$ cat src/rtl/cv32e40s_mpu_arbiter.sv
// Shares one data-side MPU between the LSU and XIF requesters, routing in-order responses back
// via a requester-ID FIFO. Define CV32E40S_MPU_ARB_RR_EN for round-robin; default is LSU-first priority.
module cv32e40s_mpu_arbiter #(
  parameter int unsigned REQ_W  = 72,
  parameter int unsigned RESP_W = 40,
  parameter int unsigned DEPTH  = 2
) (
  input  logic                         clk,
  input  logic                         rst,
  input  logic                         lsu_req_valid_i,
  output logic                         lsu_req_ready_o,
  input  logic [REQ_W-1:0]             lsu_req_i,
  input  logic                         xif_req_valid_i,
  output logic                         xif_req_ready_o,
  input  logic [REQ_W-1:0]             xif_req_i,
  output logic                         mpu_trans_valid_o,
  input  logic                         mpu_trans_ready_i,
  output logic [REQ_W-1:0]             mpu_trans_o,
  output logic                         mpu_err_wait_o,
  input  logic                         mpu_err_i,
  output logic                         mpu_one_txn_pend_n_o,
  input  logic                         mpu_resp_valid_i,
  input  logic [RESP_W-1:0]            mpu_resp_i,
  output logic                         lsu_resp_valid_o,
  output logic                         xif_resp_valid_o,
  output logic [RESP_W-1:0]            resp_o,
  output logic [$clog2(DEPTH+1)-1:0]   outstanding_o,
  output logic                         resp_err_o
);

  localparam int unsigned CNT_W = $clog2(DEPTH + 1);
  localparam int unsigned PTR_W = (DEPTH > 1) ? $clog2(DEPTH) : 1;
  localparam logic        ID_LSU = 1'b0;
  localparam logic        ID_XIF = 1'b1;

  logic [CNT_W-1:0] cnt_q, cnt_d;
  logic [PTR_W-1:0] wr_ptr_q, wr_ptr_d, rd_ptr_q, rd_ptr_d;
  logic [DEPTH-1:0] fifo_q, fifo_d;
  logic             lock_q, lock_d;
  logic             owner_q, owner_d;
  logic             resp_err_q, resp_err_d;
  logic             gnt, gnt_valid, full, empty, accept, push, pop, head;

  function automatic logic [PTR_W-1:0] ptr_inc(input logic [PTR_W-1:0] p);
    if (p == PTR_W'(DEPTH - 1)) return '0;
    return p + PTR_W'(1);
  endfunction

`ifdef CV32E40S_MPU_ARB_RR_EN
  logic rr_q, rr_d;

  // rr_q names the preferred requester when both are valid
  always_comb begin
    gnt = ID_LSU;
    if (lock_q) begin
      gnt = owner_q;
    end else if (lsu_req_valid_i && xif_req_valid_i) begin
      gnt = rr_q;
    end else if (xif_req_valid_i) begin
      gnt = ID_XIF;
    end
  end

  assign rr_d = accept ? ~gnt : rr_q;

  always_ff @(posedge clk or posedge rst) begin
    if (rst) rr_q <= ID_LSU;
    else     rr_q <= rr_d;
  end
`else
  always_comb begin
    gnt = ID_LSU;
    if (lock_q) begin
      gnt = owner_q;
    end else if (!lsu_req_valid_i && xif_req_valid_i) begin
      gnt = ID_XIF;
    end
  end
`endif

  assign full      = (cnt_q == CNT_W'(DEPTH));
  assign empty     = (cnt_q == '0);
  assign gnt_valid = (gnt == ID_XIF) ? xif_req_valid_i : lsu_req_valid_i;

  assign mpu_trans_valid_o = gnt_valid & ~full;
  assign mpu_trans_o       = (gnt == ID_XIF) ? xif_req_i : lsu_req_i;
  assign lsu_req_ready_o   = (gnt == ID_LSU) & mpu_trans_ready_i & ~full;
  assign xif_req_ready_o   = (gnt == ID_XIF) & mpu_trans_ready_i & ~full;
  assign mpu_err_wait_o    = (gnt == ID_LSU);

  // An XIF transaction rejected immediately by the MPU never produces a response
  assign accept = mpu_trans_valid_o & mpu_trans_ready_i;
  assign push   = accept & ~((gnt == ID_XIF) & mpu_err_i);
  assign pop    = mpu_resp_valid_i & ~empty;
  assign head   = fifo_q[rd_ptr_q];

  assign lsu_resp_valid_o = pop & (head == ID_LSU);
  assign xif_resp_valid_o = pop & (head == ID_XIF);
  assign resp_o           = mpu_resp_i;

  assign cnt_d                = cnt_q + CNT_W'(push) - CNT_W'(pop);
  assign mpu_one_txn_pend_n_o = (cnt_d == CNT_W'(1));
  assign outstanding_o        = cnt_q;
  assign resp_err_o           = resp_err_q;

  always_comb begin
    fifo_d   = fifo_q;
    wr_ptr_d = wr_ptr_q;
    rd_ptr_d = rd_ptr_q;
    if (push) begin
      fifo_d[wr_ptr_q] = gnt;
      wr_ptr_d         = ptr_inc(wr_ptr_q);
    end
    if (pop) begin
      rd_ptr_d = ptr_inc(rd_ptr_q);
    end
  end

  // Hold the grant while a presented request is stalled so it is never retracted or switched
  assign lock_d     = mpu_trans_valid_o & ~mpu_trans_ready_i;
  assign owner_d    = lock_d ? gnt : owner_q;
  assign resp_err_d = resp_err_q | (mpu_resp_valid_i & empty);

  always_ff @(posedge clk or posedge rst) begin
    if (rst) begin
      cnt_q      <= '0;
      wr_ptr_q   <= '0;
      rd_ptr_q   <= '0;
      fifo_q     <= '0;
      lock_q     <= 1'b0;
      owner_q    <= ID_LSU;
      resp_err_q <= 1'b0;
    end else begin
      cnt_q      <= cnt_d;
      wr_ptr_q   <= wr_ptr_d;
      rd_ptr_q   <= rd_ptr_d;
      fifo_q     <= fifo_d;
      lock_q     <= lock_d;
      owner_q    <= owner_d;
      resp_err_q <= resp_err_d;
    end
  end

endmodule

$ cat config.mk
export PLATFORM = sky130hd
export DESIGN_NAME = cv32e40s_mpu_arbiter
export DESIGN_NICKNAME = d
export VERILOG_FILES = /design/src/rtl/cv32e40s_mpu_arbiter.sv
export SDC_FILE = /design/constraint.sdc
export NUM_CORES = 1
export LEC_CHECK = 0
export CELL_PAD_IN_SITES_DETAIL_PLACEMENT = 0
export CELL_PAD_IN_SITES_GLOBAL_PLACEMENT = 1
export CORE_MARGIN = 2
export CORE_UTILIZATION = 10
export CTS_CLUSTER_SIZE = 14
export DETAILED_ROUTE_END_ITERATION = 10
export HOLD_SLACK_MARGIN = 0.15
export PLACE_DENSITY = 0.74
export SYNTH_ARGS = -nofsm -noshare
export SYNTH_HDL_FRONTEND = slang
export SYNTH_SLANG_ARGS = --single-unit
$ cat constraint.sdc
create_clock -name clk -period 3.85 [get_ports clk]
set_clock_uncertainty 0.15 [all_clocks]
set_input_delay 0.77 -clock clk [delete_from_list [all_inputs] [get_ports clk]]
set_output_delay 0.77 -clock clk [all_outputs]
set_load 0.1 [all_outputs]
==> impl_metrics.yaml <==
route:
  viasPerCell: 3.514
  routedWlPerCell_um: 12.00
  via_count: 2590
  drt-total-wl_um: 8844
  drt-initial-drc-count: 32
  post-route-drc-count: 0
  first_pass_iters: 4
  ant_nets: 0
floorplan:
  num_io_pins: 313
  rows: 47
  die_x_um: 134.3
  start_util_pct: 10.23
  core_area_um2: 16580
  dieArea_um2: 18020
  die_height_um: 134.3
timing:
  fmax_mhz: 267.8
  finalSetupViolCount: 0
  fin_crit_sh_pct: 97.00
  worstMarginPinSlew_ps: 979.4
  final_max_slew_viol_count: 0
  hold_viol: 0
  slew_headroom_pct: 34.50
  rsz0062_at_grt: "no"
  fin_crit_ps: 3734
global_routing:
  grt_pass1_wl_um: 13260
  grt_antenna_before_repair: 0
  grt_pass1_vias: 2629
  globalRouteTotalUtil_pct: 9.071
  grt_overflow: 0
  grt_max_degree: 44
cts:
  numCtsBuffers: 3
  cts_tree: "yes"
  clk_pin_slew_ps: 40
  cts-root-buf: "clkbuf_16"
  clock_latency_ps: 230
  cts.sinks: 9
  cts_buffer_depth: 2
  hold_buffers: 0
  ctsHtreeMaxLevel: 1
worst_setup_path:
  cp_max_fo: 3
  cp_data_required_time_ps: 2930
  arrival_ps: 2810
  cp-start-kind: "input pin"
  rr_startpoint: "outstanding_o[1]"
  crit_end: "mpu_one_txn_pend_n_o"
  r2r-end: "outstanding_o[1]"
  cp-startpoint: "lsu_req_valid_i"
  end_kind: "output pin"
  reg2reg_slack_ps: 1490
  worstSetupPathType: "in2out"
  rr_worst_depth: 9
yosys:
  synth_edf_count: 0
  ys_seq_area_share_pct: 13.27
  synth_cell_type_count: 27
  synth_area_um2: 1697
  synth-seq-cells: 9
  postSynthAreaPerCell_um2: 5.253
  yosysWarnings: 0
  synthCells: 323
  syn-num-nets: 515
  synthArstFlopShare_pct: 100.0
  synthFlopType: "dfrtp_1"
power_and_ir_drop:
  p_leak_nw: 2.309
  switching_share_pct: 62.36
  ir_drop_uv: 376.1
  powerDensity_nw_per_um2: 857.9
  internal_power_mw: 1.600
  fin_total_pwr_mw: 4.252
  p_seq_share_pct: 4.5
  p_sw_mw: 2.651
  comb_power_share_pct: 91.2
  clkPwrFrac_pct: 4.3
run_status:
  run_status: "completed"
final_layout:
  final_util_pct: 29.89
  syn_to_final_growth_pct: 192.1
  n_antenna_cell: 0
  drive_gt1_share_pct: 21.86
  nNetsFinal: 710
placed_design:
  place.port_buffers: 232
  hpwl_um: 7356
  place.gp.congestion: 0.7192
hold_path:
  hold_path_class: "reg2reg"
  min_from: "resp_err_o"
run:
  cap_violations: 0
## through the flow
| step | cell area (um^2) | hold slack (ps) | std cells | setup TNS [ps] | setup slack, ps |
|---|---|---|---|---|---|
| 2_1_floorplan | 1709 | 317.9 | 323 | -564.3 | -564.3 |
| 3_3_place_gp | 4826 | 290.2 | 732 | -142.2 | -142.2 |
| 3_5_place_dp | 4826 | 293.6 | 732 | -176.2 | -176.2 |
| 4_1_cts | 4926 | 301.9 | 737 | 0 | 45.14 |
| 5_1_grt | 4956 | 321.5 | 737 | 0 | 11.95 |
| 6_report | 4956 | 300.6 | 737 | 0 | 115.5 |
## metal layers
| layer | routed length (um) | vias up | global-route usage (%) |
|---|---|---|---|
| li1 | - | 1324 | - |
| met3 | 975 | 18 | 2.948 |
| met4 | 127 | 0 | 2.456 |
| met5 | 0 | - | 0 |
| met1 | 3238 | 1097 | 9.615 |
| met2 | 4502 | 151 | 17.12 |
## state kept, by name, indices dropped and copies added, names as in the netlist
| signal | count |
|---|---|
| fifo_q | 2 |
| outstanding_o | 2 |
| lock_q | 1 |
| owner_q | 1 |
| rd_ptr_q | 1 |
| resp_err_o | 1 |
| wr_ptr_q | 1 |
## cells in the final DEF (no fill, tap or decap), types with 3 or more instances in the layout
cell type,netlist,layout
buf_12,0,79
dfrtp_1,9,9
clkdlybuf4s50_1,0,150
nor2_1,8,6
a21oi_1,4,4
nand2_1,216,216
clkbuf_16,0,3
buf_4,40,14
## worst max-delay path, stage by stage
cell,delay [ps]
dlygate4sd2_1,260
buf_4,140
nor2_1,210
a31oi_4,120
and2_4,180
xnor2_1,120
ha_2,200
xnor2_2,200
and2_4,180
a31oi_2,40
a21boi_2,200
buf_12,200
## Yosys cell counts (3+ instances only)
library cell | n | area share (%)
nor2_1 | 8 | 1.8
nand2_1 | 216 | 48
a31oi_1 | 4 | 1.5
buf_4 | 40 | 18
inv_1 | 3 | 0.66
a21oi_1 | 4 | 1.2
and2_1 | 3 | 1.1
xnor2_1 | 3 | 1.5
buf_2 | 6 | 1.8
clkbuf_1 | 8 | 1.8
dfrtp_1 | 9 | 13
## worst min-delay path by stage
stage	end	slack, ps	cells past startpoint
final	resp_err_o	300	1
after global routing	resp_err_o	320	1
after CTS	resp_err_o	300	1
after detailed placement	resp_err_o	290	1
after global placement	resp_err_o	290	1
after floorplan	rd_ptr_q	320	1
## final cells by class
cell class,instances,area [um^2]
Clock buffer,4,78.83
Fill cell,1778,11630
Inverter,4,15.01
Multi-Input combinational cell,254,1144
Sequential cell,9,225.2
Tap cell,220,275.3
Timing Repair Buffer,246,3218
## cells by family after synthesis
| group | Yosys count | share of synthesized area (%) |
|---|---|---|
| buffers and inverters | 60 | 22.57 |
| AOI/OAI and AO/OA | 15 | 7.006 |
| muxes | 2 | 1.180 |
| and+or+nand+nor | 232 | 52.73 |
| adders and majority gates | 1 | 0.7373 |
| DFF | 9 | 13.27 |
| xor gates and xnor gates | 4 | 2.508 |
## what timing repair did
item | 4_1_cts | 5_1_grt
setup buffers | 1 | 0
setup endpoints to repair | 1 | 1
pin swaps | 6 | 6
gates resized for setup | 6 | 7
## power groups by stage
stage / Clock [mW] / Combinational, mW / Sequential, mW
2_1_floorplan: 0 / 2.51 / 0.256
3_3_place_gp: 0 / 3.87 / 0.188
3_5_place_dp: 0 / 3.87 / 0.187
4_1_cts: 0.184 / 3.90 / 0.189
5_1_grt: 0.190 / 4.03 / 0.198
6_report: 0.182 / 3.88 / 0.190
(Power assumes the default switching activity.)
